`src/rtl/fetch_queue.sv`:
```
// fetch_queue: instruction-bundle prefetch queue. Owns the fetch PC, keeps at
// most one bundle fetch outstanding at the mmu, buffers returned bundles with
// their addresses in a DEPTH-entry FIFO, and flushes everything on a redirect.
module fetch_queue #(
  parameter int          NFU      = 2,
  parameter int          DEPTH    = 4,
  parameter logic [63:0] RESET_PC = 64'h0
) (
  input  logic                       clk,
  input  logic                       rst,
  output logic [63:0]                fetchAddress,
  output logic                       doFetch,
  input  logic                       doneFetch,
  input  logic [NFU*32-1:0]          fetchData,
  input  logic                       redirectValid,
  input  logic [63:0]                redirectAddr,
  output logic                       bundleValid,
  output logic [NFU*32-1:0]          bundle,
  output logic [63:0]                bundleAddr,
  input  logic                       bundleTake,
  output logic [$clog2(DEPTH):0]     queueCount
);

  localparam int BW   = NFU * 32;
  localparam int AW   = $clog2(DEPTH);
  localparam int CW   = AW + 1;
  localparam int STEP = NFU * 4;
  localparam int OFFB = $clog2(STEP);

  typedef enum logic [1:0] {S_IDLE, S_WAIT, S_DISCARD} state_t;

  state_t          r_state;
  logic [63:0]     r_pc;
  logic [63:0]     r_fetch_addr;
  logic            r_do_fetch;
  logic [AW-1:0]   r_head;
  logic [AW-1:0]   r_tail;
  logic [CW-1:0]   r_count;
  logic [BW-1:0]   r_mem_data [DEPTH];
  logic [63:0]     r_mem_addr [DEPTH];

  logic            w_push;
  logic            w_pop;
  logic            w_space;
  logic [63:0]     w_redir_pc;

  // A push only happens for a fetch that is still wanted; a redirect on the
  // same edge wins over both the returning data and any pop.
  assign w_push     = (r_state == S_WAIT) && doneFetch && !redirectValid;
  assign w_pop      = (r_count != '0) && bundleTake && !redirectValid;
  assign w_space    = (r_count != CW'(DEPTH));
  assign w_redir_pc = redirectAddr & ~((64'(1) << OFFB) - 64'(1));

  assign fetchAddress = r_fetch_addr;
  assign doFetch      = r_do_fetch;
  assign bundleValid  = (r_count != '0);
  assign bundle       = r_mem_data[r_head];
  assign bundleAddr   = r_mem_addr[r_head];
  assign queueCount   = r_count;

  // Fetch FSM: one outstanding request; DISCARD swallows a response made stale
  // by a redirect. Space is checked at issue time, so a later push never overflows.
  always_ff @(posedge clk) begin
    if (rst) begin
      r_state      <= S_IDLE;
      r_pc         <= RESET_PC;
      r_fetch_addr <= RESET_PC;
      r_do_fetch   <= 1'b0;
    end else begin
      r_do_fetch <= 1'b0;
      if (redirectValid) begin
        r_pc <= w_redir_pc;
        case (r_state)
          S_WAIT:    r_state <= doneFetch ? S_IDLE : S_DISCARD;
          S_DISCARD: if (doneFetch) r_state <= S_IDLE;
          default:   r_state <= S_IDLE;
        endcase
      end else begin
        case (r_state)
          S_IDLE: begin
            if (w_space) begin
              r_do_fetch   <= 1'b1;
              r_fetch_addr <= r_pc;
              r_state      <= S_WAIT;
            end
          end
          S_WAIT: begin
            if (doneFetch) begin
              r_pc    <= r_pc + 64'(STEP);
              r_state <= S_IDLE;
            end
          end
          S_DISCARD: if (doneFetch) r_state <= S_IDLE;
          default:   r_state <= S_IDLE;
        endcase
      end
    end
  end

  // Pointer and occupancy bookkeeping; a redirect empties the queue.
  always_ff @(posedge clk) begin
    if (rst || redirectValid) begin
      r_head  <= '0;
      r_tail  <= '0;
      r_count <= '0;
    end else begin
      if (w_push) r_tail <= r_tail + AW'(1);
      if (w_pop)  r_head <= r_head + AW'(1);
      case ({w_push, w_pop})
        2'b10:   r_count <= r_count + CW'(1);
        2'b01:   r_count <= r_count - CW'(1);
        default: r_count <= r_count;
      endcase
    end
  end

  // Entry storage; contents only matter while counted as valid, so no reset.
  always_ff @(posedge clk) begin
    if (w_push) begin
      r_mem_data[r_tail] <= fetchData;
      r_mem_addr[r_tail] <= r_pc;
    end
  end

endmodule

```
`config.mk`:
```
export PLATFORM = sky130hd
export DESIGN_NAME = fetch_queue
export DESIGN_NICKNAME = d
export VERILOG_FILES = /design/src/rtl/fetch_queue.sv
export SDC_FILE = /design/constraint.sdc
export NUM_CORES = 1
export LEC_CHECK = 0
export CAP_MARGIN = 20
export CORE_ASPECT_RATIO = 0.8
export CORE_MARGIN = 4
export CORE_UTILIZATION = 48
export DETAILED_ROUTE_END_ITERATION = 12
export GPL_TIMING_DRIVEN = 0
export MAX_ROUTING_LAYER = met4
export PLACE_DENSITY = 0.75
export SYNTH_ARGS = -nofsm -noshare
export SYNTH_HDL_FRONTEND = slang
export SYNTH_SLANG_ARGS = --single-unit
```
`constraint.sdc`:
```
create_clock -name clk -period 14.01 [get_ports clk]
set_input_delay 1.401 -clock clk [delete_from_list [all_inputs] [get_ports clk]]
set_output_delay 1.401 -clock clk [all_outputs]
set_load 0.02 [all_outputs]
```
# Word level (Yosys, flattened, before mapping)
# Memory sizes are Yosys's and may differ from the RTL's. A register that Yosys moved wholly into a read port is not among the register bits.
# Cells that the tools add are included.
# word_totals
input_bits	133
ram_bits	512
output_inout_bits	197
wordCells	57
mem_count	2
reg_bits	138
# classes
n_bitwise	2
eq_ne	6
add_sub_neg	5
mux	17
n_reduce_logical	17
# memory_table
name	words	width	rd	rd_ports_with_merged_regs	wr	line	rtl
r_mem_addr	4	64	1	1	1	40	logic [63:0] r_mem_addr [DEPTH];
r_mem_data	4	64	1	1	1	39	logic [BW-1:0] r_mem_data [DEPTH];
# ops
operator	n
$mux W64	3
$add A64 B4 Y64 const B	1
$mux W2	8
$pmux W2 S2	2
$ne A3 B3 Y1 const B	2
$pmux W3 S2	1
$reduce_bool A2 Y1	3
$add A2 B1 Y2 const B	2
$eq A2 B1 Y1 const B	2
$eq A2 B2 Y1 const B	2
$logic_and A1 B1 Y1	4
$reduce_and A2 Y1	2
$reduce_or A2 Y1	2
$add A3 B1 Y3 const B	1
$mux W1	3
$reduce_and A3 Y1	1
$reduce_bool A3 Y1	1
$reduce_or A3 Y1	1
$sub A3 B1 Y3 const B	1
$logic_not A2 Y1	1
$not A1 Y1	2
$logic_not A1 Y1	1
$logic_or A1 B1 Y1	1

# Longest topological paths before layout
# Gate-level depths: netlist (run 1).
# logic_depth
word_depth	5
depth_mapped	12
ltp_nobuf	11

# Worst setup path before layout (run 1)
# Ideal clock, no wire load.
# synth_path
path_kind	input-to-reg
from	input port redirectValid
to	memory r_mem_addr[2][10] (enable)
setup_ps	500
t_required_ps	13510
cell_stages	4
path_buffers	2
slack_ps	8361
arrival_ps	5149
path_cell_list	clkbuf_1 inv_2 buf_1 and3_1
# synth_between
elab_chain_cells	4
# synth_lines
element	line	rtl
start: declaration	15	input logic redirectValid,
$logic_not A1 Y1	49	assign w_push = (r_state == S_WAIT) && doneFetch && !redirectValid;
$logic_and A1 B1 Y1	49	
$mux W1	119	if (w_push) begin
$mux W1 (not written as such)	121	r_mem_addr[r_tail] <= r_pc;
end: declaration	40	
# No other way between the ends.

==> flow_metrics.env, run 1 <==
export IMPL_crit_arrival_ns=3.92
export IMPL_yosys_top_cells_count="edfxtp_1, nand2_1, dfxtp_1"
export IMPL_finalHoldViolCount=0
export IMPL_p_comb_share_pct=4.7
export IMPL_min_path_type="flop to flop"
export IMPL_io_pins=330
export IMPL_tightestPinTransition_ns=1.012
export IMPL_wl_um=60790
export IMPL_cts_resized=0
export IMPL_final_nets=1984
export IMPL_final_antenna_net_count=0
export IMPL_worst_path_max_fanout=10
export IMPL_crit_path_top_delay_cell="clkbuf_1"
export IMPL_end_kind="output pin"
export IMPL_ys_seq_elements=634
export IMPL_cts_path_max_buffers=3
export IMPL_post_drt_via_cell_ratio=5.624
export IMPL_max_stage_delay_ns=0.71
export IMPL_drc_errors=0
export IMPL_postSynthAreaPerCell_um2=16.76
export IMPL_synth_top_cell_area_share_pct=62.00
export IMPL_grt_use_total_pct=22.95
export IMPL_worst_hold_path_num_cells=2
export IMPL_powerDensity_nw_per_um2=128.6
export IMPL_clock_latency_ns=0.61
export IMPL_cp_top_family="buffers and inverters"
export IMPL_layout_drive_gt1_share_pct=13.91
export IMPL_area_growth_pct=26.15
export IMPL_switchingPower_uw=819.9
export IMPL_r2r_cells=12
export IMPL_via_count=14460
export IMPL_numCtsBuffers=60
export IMPL_cts_tree="built"
export IMPL_grt_max_degree=56
export IMPL_drv_cap=0
export IMPL_synth_edff_count=500
export IMPL_cts_root_buffer="clkbuf_16"
export IMPL_startpoint_type="flop"
export IMPL_io_buffers=318
export IMPL_path_depth=5
export IMPL_die_y_um=208.9
export IMPL_async_reset_ff_share_pct=0
export IMPL_maxSlewHeadroom_pct=32.51
export IMPL_yosysSeqAreaShare_pct=73.07
export IMPL_rows=73
export IMPL_switching_share_pct=20.87
export IMPL_critPathMostFrequentCell="clkbuf_1"
export IMPL_pwr_share_clk_pct=42.1
export IMPL_crit_type="flop to output pin"
export IMPL_synth_cells=1445
export IMPL_p_seq_share_pct=53.2
export IMPL_dpl_hpwl_um=41400
export IMPL_dr_first_iter_drc_count=1430
export IMPL_synth_flop_cell="edfxtp_1"
export IMPL_cts_sinks=634
export IMPL_synth_top_area_cell="edfxtp_1"
export IMPL_htreeDepth=2
export IMPL_period_minus_slack_ns=5.325
export IMPL_setup_tns_ns=0
export IMPL_clk_pin_slew_ns=0.06
export IMPL_period_share_pct=38.01
export IMPL_postCtsSetupBuffers=0
export IMPL_gp_congestion=0.8402
export IMPL_synth_area_leaders="edfxtp_1, mux4_2, dfxtp_1"
export IMPL_cp_required_ns=12.61
export IMPL_ir_worst_vdd_mv=0.1055
export IMPL_rsz0062_at_grt="false"
export IMPL_die_area_um2=54130
export IMPL_yosysMostFrequentCell="edfxtp_1"
export IMPL_p_int_mw=3.109
export IMPL_max_freq_ghz=0.1878
export IMPL_final_util_pct=61.37
export IMPL_status="finished, final reports clean"
export IMPL_critPathBufInv=4
export IMPL_antenna_found_initial=6
export IMPL_grt_pass1_vias=14620
export IMPL_coreArea_um2=49780
export IMPL_post_synth_num_cell_types=50
export IMPL_detail_route_wl_per_cell_um=23.64
export IMPL_worstPathCellList="clkbuf_1, clkbuf_1, buf_2, mux4_2, clkdlybuf4s50_1"
export IMPL_p_leak_nw=9.677
export IMPL_grt_pass1_wl_um=91580
export IMPL_netlist_area_um2=24220
export IMPL_setup_violations=0
export IMPL_die_w_um=259.1
export IMPL_start_util_pct=48.65
export IMPL_overflow=0
export IMPL_ys_warn_count=0
export IMPL_fin_skew_ns=0.01519
export IMPL_postCtsHoldBufs=0
export IMPL_fillers=3594
export IMPL_first_pass_iters=5
export IMPL_drv_slew=0
final cells by class:
class | instances | area [µm²] | share of cell area, %
inverters | 15 | 56.30 | 0.1843
repair buffers | 328 | 3408 | 11.16
diodes | 6 | 15.01 | 0.04915
plain buffers | 84 | 354.1 | 1.159
flip-flops and latches | 634 | 17700 | 57.93
clock buffers | 81 | 1640 | 5.369
well taps | 675 | 844.6 | 2.764
clock inverters | 32 | 385.4 | 1.261
multi-input cells | 717 | 6150 | 20.13
worst min-delay path, cell delays in order (launching register included):
cell and delay, ns:
dfxtp_1 0.31, nand2_1 0.05, a21oi_1 0.05
routing by layer:
layer	routed length [µm]	global-route usage (%)	share of wire, %	up-vias
met5	0	-	0	-
met4	1124	5.041	1.8	0
met3	5166	4.023	8.5	79
met2	28800	35.50	47	647
met1	25710	32.56	42	7366
li1	-	-	-	6372
cells by family (layout without fill, tap and decap cells):
group / Yosys count / in the layout / synth area share [%]
buffers and inverters: 99 / 540 / 1.695
and+or+nand+nor: 377 / 377 / 7.295
muxes: 133 / 133 / 11.95
xor gates and xnor gates: 58 / 58 / 2.098
other: 1 / 12 / 0.01548
adders and majority gates: 11 / 11 / 0.5993
DFF: 634 / 634 / 73.07
AOI/OAI and AO/OA: 132 / 132 / 3.270
stage by stage:
step                hold slack (ns)  area (µm²)  worst slack, ns  cells  total power, mW
finish                       0.4540       30550            8.685   2572            3.929
global route                 0.4791       30550            8.414   2571            4.053
CTS                          0.4561       30540            8.507   2566            3.956
detailed placement           0.4477       28510            9.190   2453            2.313
global placement             0.4435       28260            5.548   2443            2.307
floorplan                    0.4583       24240            8.361   1450            2.199
cells in the final DEF (no fill, tap or decap), types with 11 or more instances in the layout:
| cell type | count |
|---|---|
| a21oi_1 | 88 |
| clkdlybuf4s50_1 | 318 |
| nor3_1 | 11 |
| dfxtp_1 | 134 |
| inv_1 | 13 |
| clkbuf_16 | 60 |
| xor2_1 | 34 |
| buf_1 | 14 |
| clkbuf_1 | 68 |
| mux4_2 | 125 |
| edfxtp_1 | 500 |
| nor2_1 | 83 |
| nand3_1 | 22 |
| and3_1 | 14 |
| nand2_1 | 168 |
| nand4_1 | 35 |
| a211oi_1 | 20 |
| xnor2_1 | 24 |
final timing paths:
kind | from | slack, ns | endpoint
max | flop | 8.69 | bundle[40]
min reg2reg | fetchAddress[9]$_SDFFE_PP0P_ | 0.45 | fetchAddress[9]$_SDFFE_PP0P_
max reg2reg | r_state[1]$_SDFFE_PP0P_ | 11.12 | queueCount[2]$_SDFFE_PP0P_
min | fetchAddress[9]$_SDFFE_PP0P_ | 0.45 | fetchAddress[9]$_SDFFE_PP0P_
state kept, by name (all words and copies together) (netlist names), named ones only:
name          flops
doFetch           1
fetchAddress     61
queueCount        3
r_head            2
r_mem_addr      244
r_mem_data      256
r_pc             61
r_state           2
r_tail            2
power by group through the flow:
| stage | sequential, mW | clock, mW | combinational, mW |
|---|---|---|---|
| floorplan | 2.13 | 0 | 0.0725 |
| global placement | 2.13 | 0 | 0.178 |
| detailed placement | 2.13 | 0 | 0.183 |
| CTS | 2.09 | 1.68 | 0.184 |
| global route | 2.09 | 1.76 | 0.195 |
| finish | 2.09 | 1.65 | 0.183 |
Power figures use the tool's default switching activity.
==> inputs of run 2 (changes only) <==
==> constraint.sdc (replaced) <==
create_clock -name clk -period 5.1 [get_ports clk]
set_input_delay 0.51 -clock clk [delete_from_list [all_inputs] [get_ports clk]]
set_output_delay 0.51 -clock clk [all_outputs]
set_load 0.02 [all_outputs]
==> results of run 2 <==
Same layout as run 1 (identical final DEF). Status: finished, final reports clean.
Among the figures that moved: setup slack after placement 9.190 ns -> 1.171 ns; setup slack after layout 8.685 ns -> 0.6660 ns; hold slack 0.4540 ns -> 0.4052 ns; register-to-register setup slack 11.12 ns -> 2.21 ns; end point of the worst hold path fetchAddress[9]$_SDFFE_PP0P_ -> r_pc[57]$_SDFFE_PP0P_; total power 3.929 mW -> 10.79 mW; worst IR drop on VDD 0.1055 mV -> 0.2899 mV
==> edit (settings of run 2) <==
Put a register stage on the outputs `bundleValid`, `bundle` and `bundleAddr`. The values now appear one clock later. The other outputs are not delayed to match.
--- a/src/rtl/fetch_queue.sv
+++ b/src/rtl/fetch_queue.sv
@@ -53,9 +53,11 @@
 
   assign fetchAddress = r_fetch_addr;
   assign doFetch      = r_do_fetch;
-  assign bundleValid  = (r_count != '0);
-  assign bundle       = r_mem_data[r_head];
-  assign bundleAddr   = r_mem_addr[r_head];
+  always_ff @(posedge clk) begin
+    bundleValid <= (r_count != '0);
+    bundle      <= r_mem_data[r_head];
+    bundleAddr  <= r_mem_addr[r_head];
+  end
   assign queueCount   = r_count;
 
   // Fetch FSM: one outstanding request; DISCARD swallows a response made stale
Formal check against the unedited RTL: not equivalent (Yosys sat finds a counterexample within 4 cycles, from zero or initial values and one cycle with rst high).
==> edit against run 2 <==
Global-route usage fell by 0.11 points; synthesized area grew 11%; sequential cell count rose by 124; routed wire length grew 9.7%; via count up 9.5%; design area is 11% higher; worst setup slack improved by 1.3 ns; power rose by 17%; highest routed layer unchanged; largest power group unchanged.
==> edit: results (changes against run 2) <==
- Switching fraction of total power: 0.2078 (-0.0009082)
- Post-synthesis cell type count: 54 (+8.0%)
- Avg WL per Cell: 23.51 µm (-0.54%)
- IO Port Bufs: 320 (+0.63%)
- Number of global-route vias before repair: 15730 (+7.6%)
- Final GP Congestion: 0.9124 (+8.6%)
- Initial DRC Count: 1771 (+24%)
- Leakage: 10.95 nW (+13%)
- Hold/Removal Path Class: reg2reg
- Worst slack, placed: 1.511 ns (+0.3401 ns)
- Placed Cells: 2700 (+10%)
- Via/cell ratio: 5.584 (-0.71%)
- Post-synth top cells: edfxtp_1 (500), dfxtp_1 (258), nand2_1 (169)
- First-pass GRT wire length: 99.19 mm (+8.3%)
- CP arrival: 3.62 ns (-0.30 ns)
- CP max stage cell: or3_1
- H-tree depth: 3 (+1)
- CP max stage delay: 0.66 ns (-0.05 ns)
- Fill count: 4061 (+13%)
- Seq/Total Area, Yosys: 0.7476 (+0.01684)
- Fin cells: 2836 (+10%)
- Synth top area cells: edfxtp_1 (56%), dfxtp_1 (19%), mux4_2 (10%), nand2_1 (2.4%), a21oi_1 (1.4%)
- Comb pwr share: 0.041 (-0.006)
- Total CTS buffers: 73 (+22%)
- Placed cell area: 31380 µm² (+10%)
- Final setup skew: 0.01709 ns (+0.001900 ns)
- Initial antenna violation count: 0 (-6)
- Top flop regs: r_mem_data (256), r_mem_addr (244), bundle (64)
- Clk pwr share: 0.422 (about the same)
- Hpwl dp: 45.25 mm (+9.3%)
- Share of cells above drive strength 1: 0.1319 (-0.007185)
- P_comb: 0.518 mW (+3%)
- Status: finished, final reports clean
- Syn_area_per_cell: 16.69 µm² (-0.40%)
- VDD IR-drop max: 0.0002257 V (-22%)
[edit: logic make-up (layout without fill, tap and decap cells)]
group                    count (synthesis)  after routing  share of synthesized area
other                                    1              7                  0.0001389
adder cells (fa/ha/maj)                 11             11                   0.005377
buffers and inverters                  107            570                    0.01604
AO/OA/AOI/OAI                          158            158                    0.03717
flip-flops                             758            758                     0.7476
multiplexers                           132            132                     0.1069
XOR/XNOR                                35             35                    0.01136
AND/OR/NAND/NOR                        415            415                    0.07546
[edit: path summary, 6_finish.rpt]
| kind | startpoint | end | slack (ns) | cells after the start |
|---|---|---|---|---|
| worst max-delay path | doneFetch | r_pc[63]$_SDFFE_PP0P_ | 1.96 | 7 |
| worst min-delay path | fetchAddress[40]$_SDFFE_PP0P_ | fetchAddress[40]$_SDFFE_PP0P_ | 0.45 | 2 |
| worst max register to register | r_state[1]$_SDFFE_PP0P_ | r_pc[62]$_SDFFE_PP0P_ | 2.02 | 8 |
| worst min register to register | fetchAddress[40]$_SDFFE_PP0P_ | fetchAddress[40]$_SDFFE_PP0P_ | 0.45 | 2 |
[edit: worst register-to-register path: stages (launching register included)]
cell and delay, ns:
dfxtp_1 0.34, inv_1 0.10, ha_1 0.27, buf_2 0.29, nand3_1 0.29, nor3_2 0.52, nand3_1 0.35, or4_1 0.58
a311oi_1 0.25
[edit: cell type report]
type	count	area, µm²	share of cell area
multi-input cells	757	6410	0.1896
clock inverters	23	195.2	0.005775
clock buffers	111	2202	0.06515
well taps	750	938.4	0.02776
plain buffers	88	361.6	0.01070
inverters	19	71.32	0.002110
repair buffers	329	3438	0.1017
flip-flops and latches	758	20180	0.5970
diodes	1	2.502	0.00007404
[edit: routing by layer]
metal	GRT usage	routed length, µm
met2	0.3473	31400
met5	-	0
met4	0.05775	1494
met3	0.05378	5544
met1	0.3161	28230
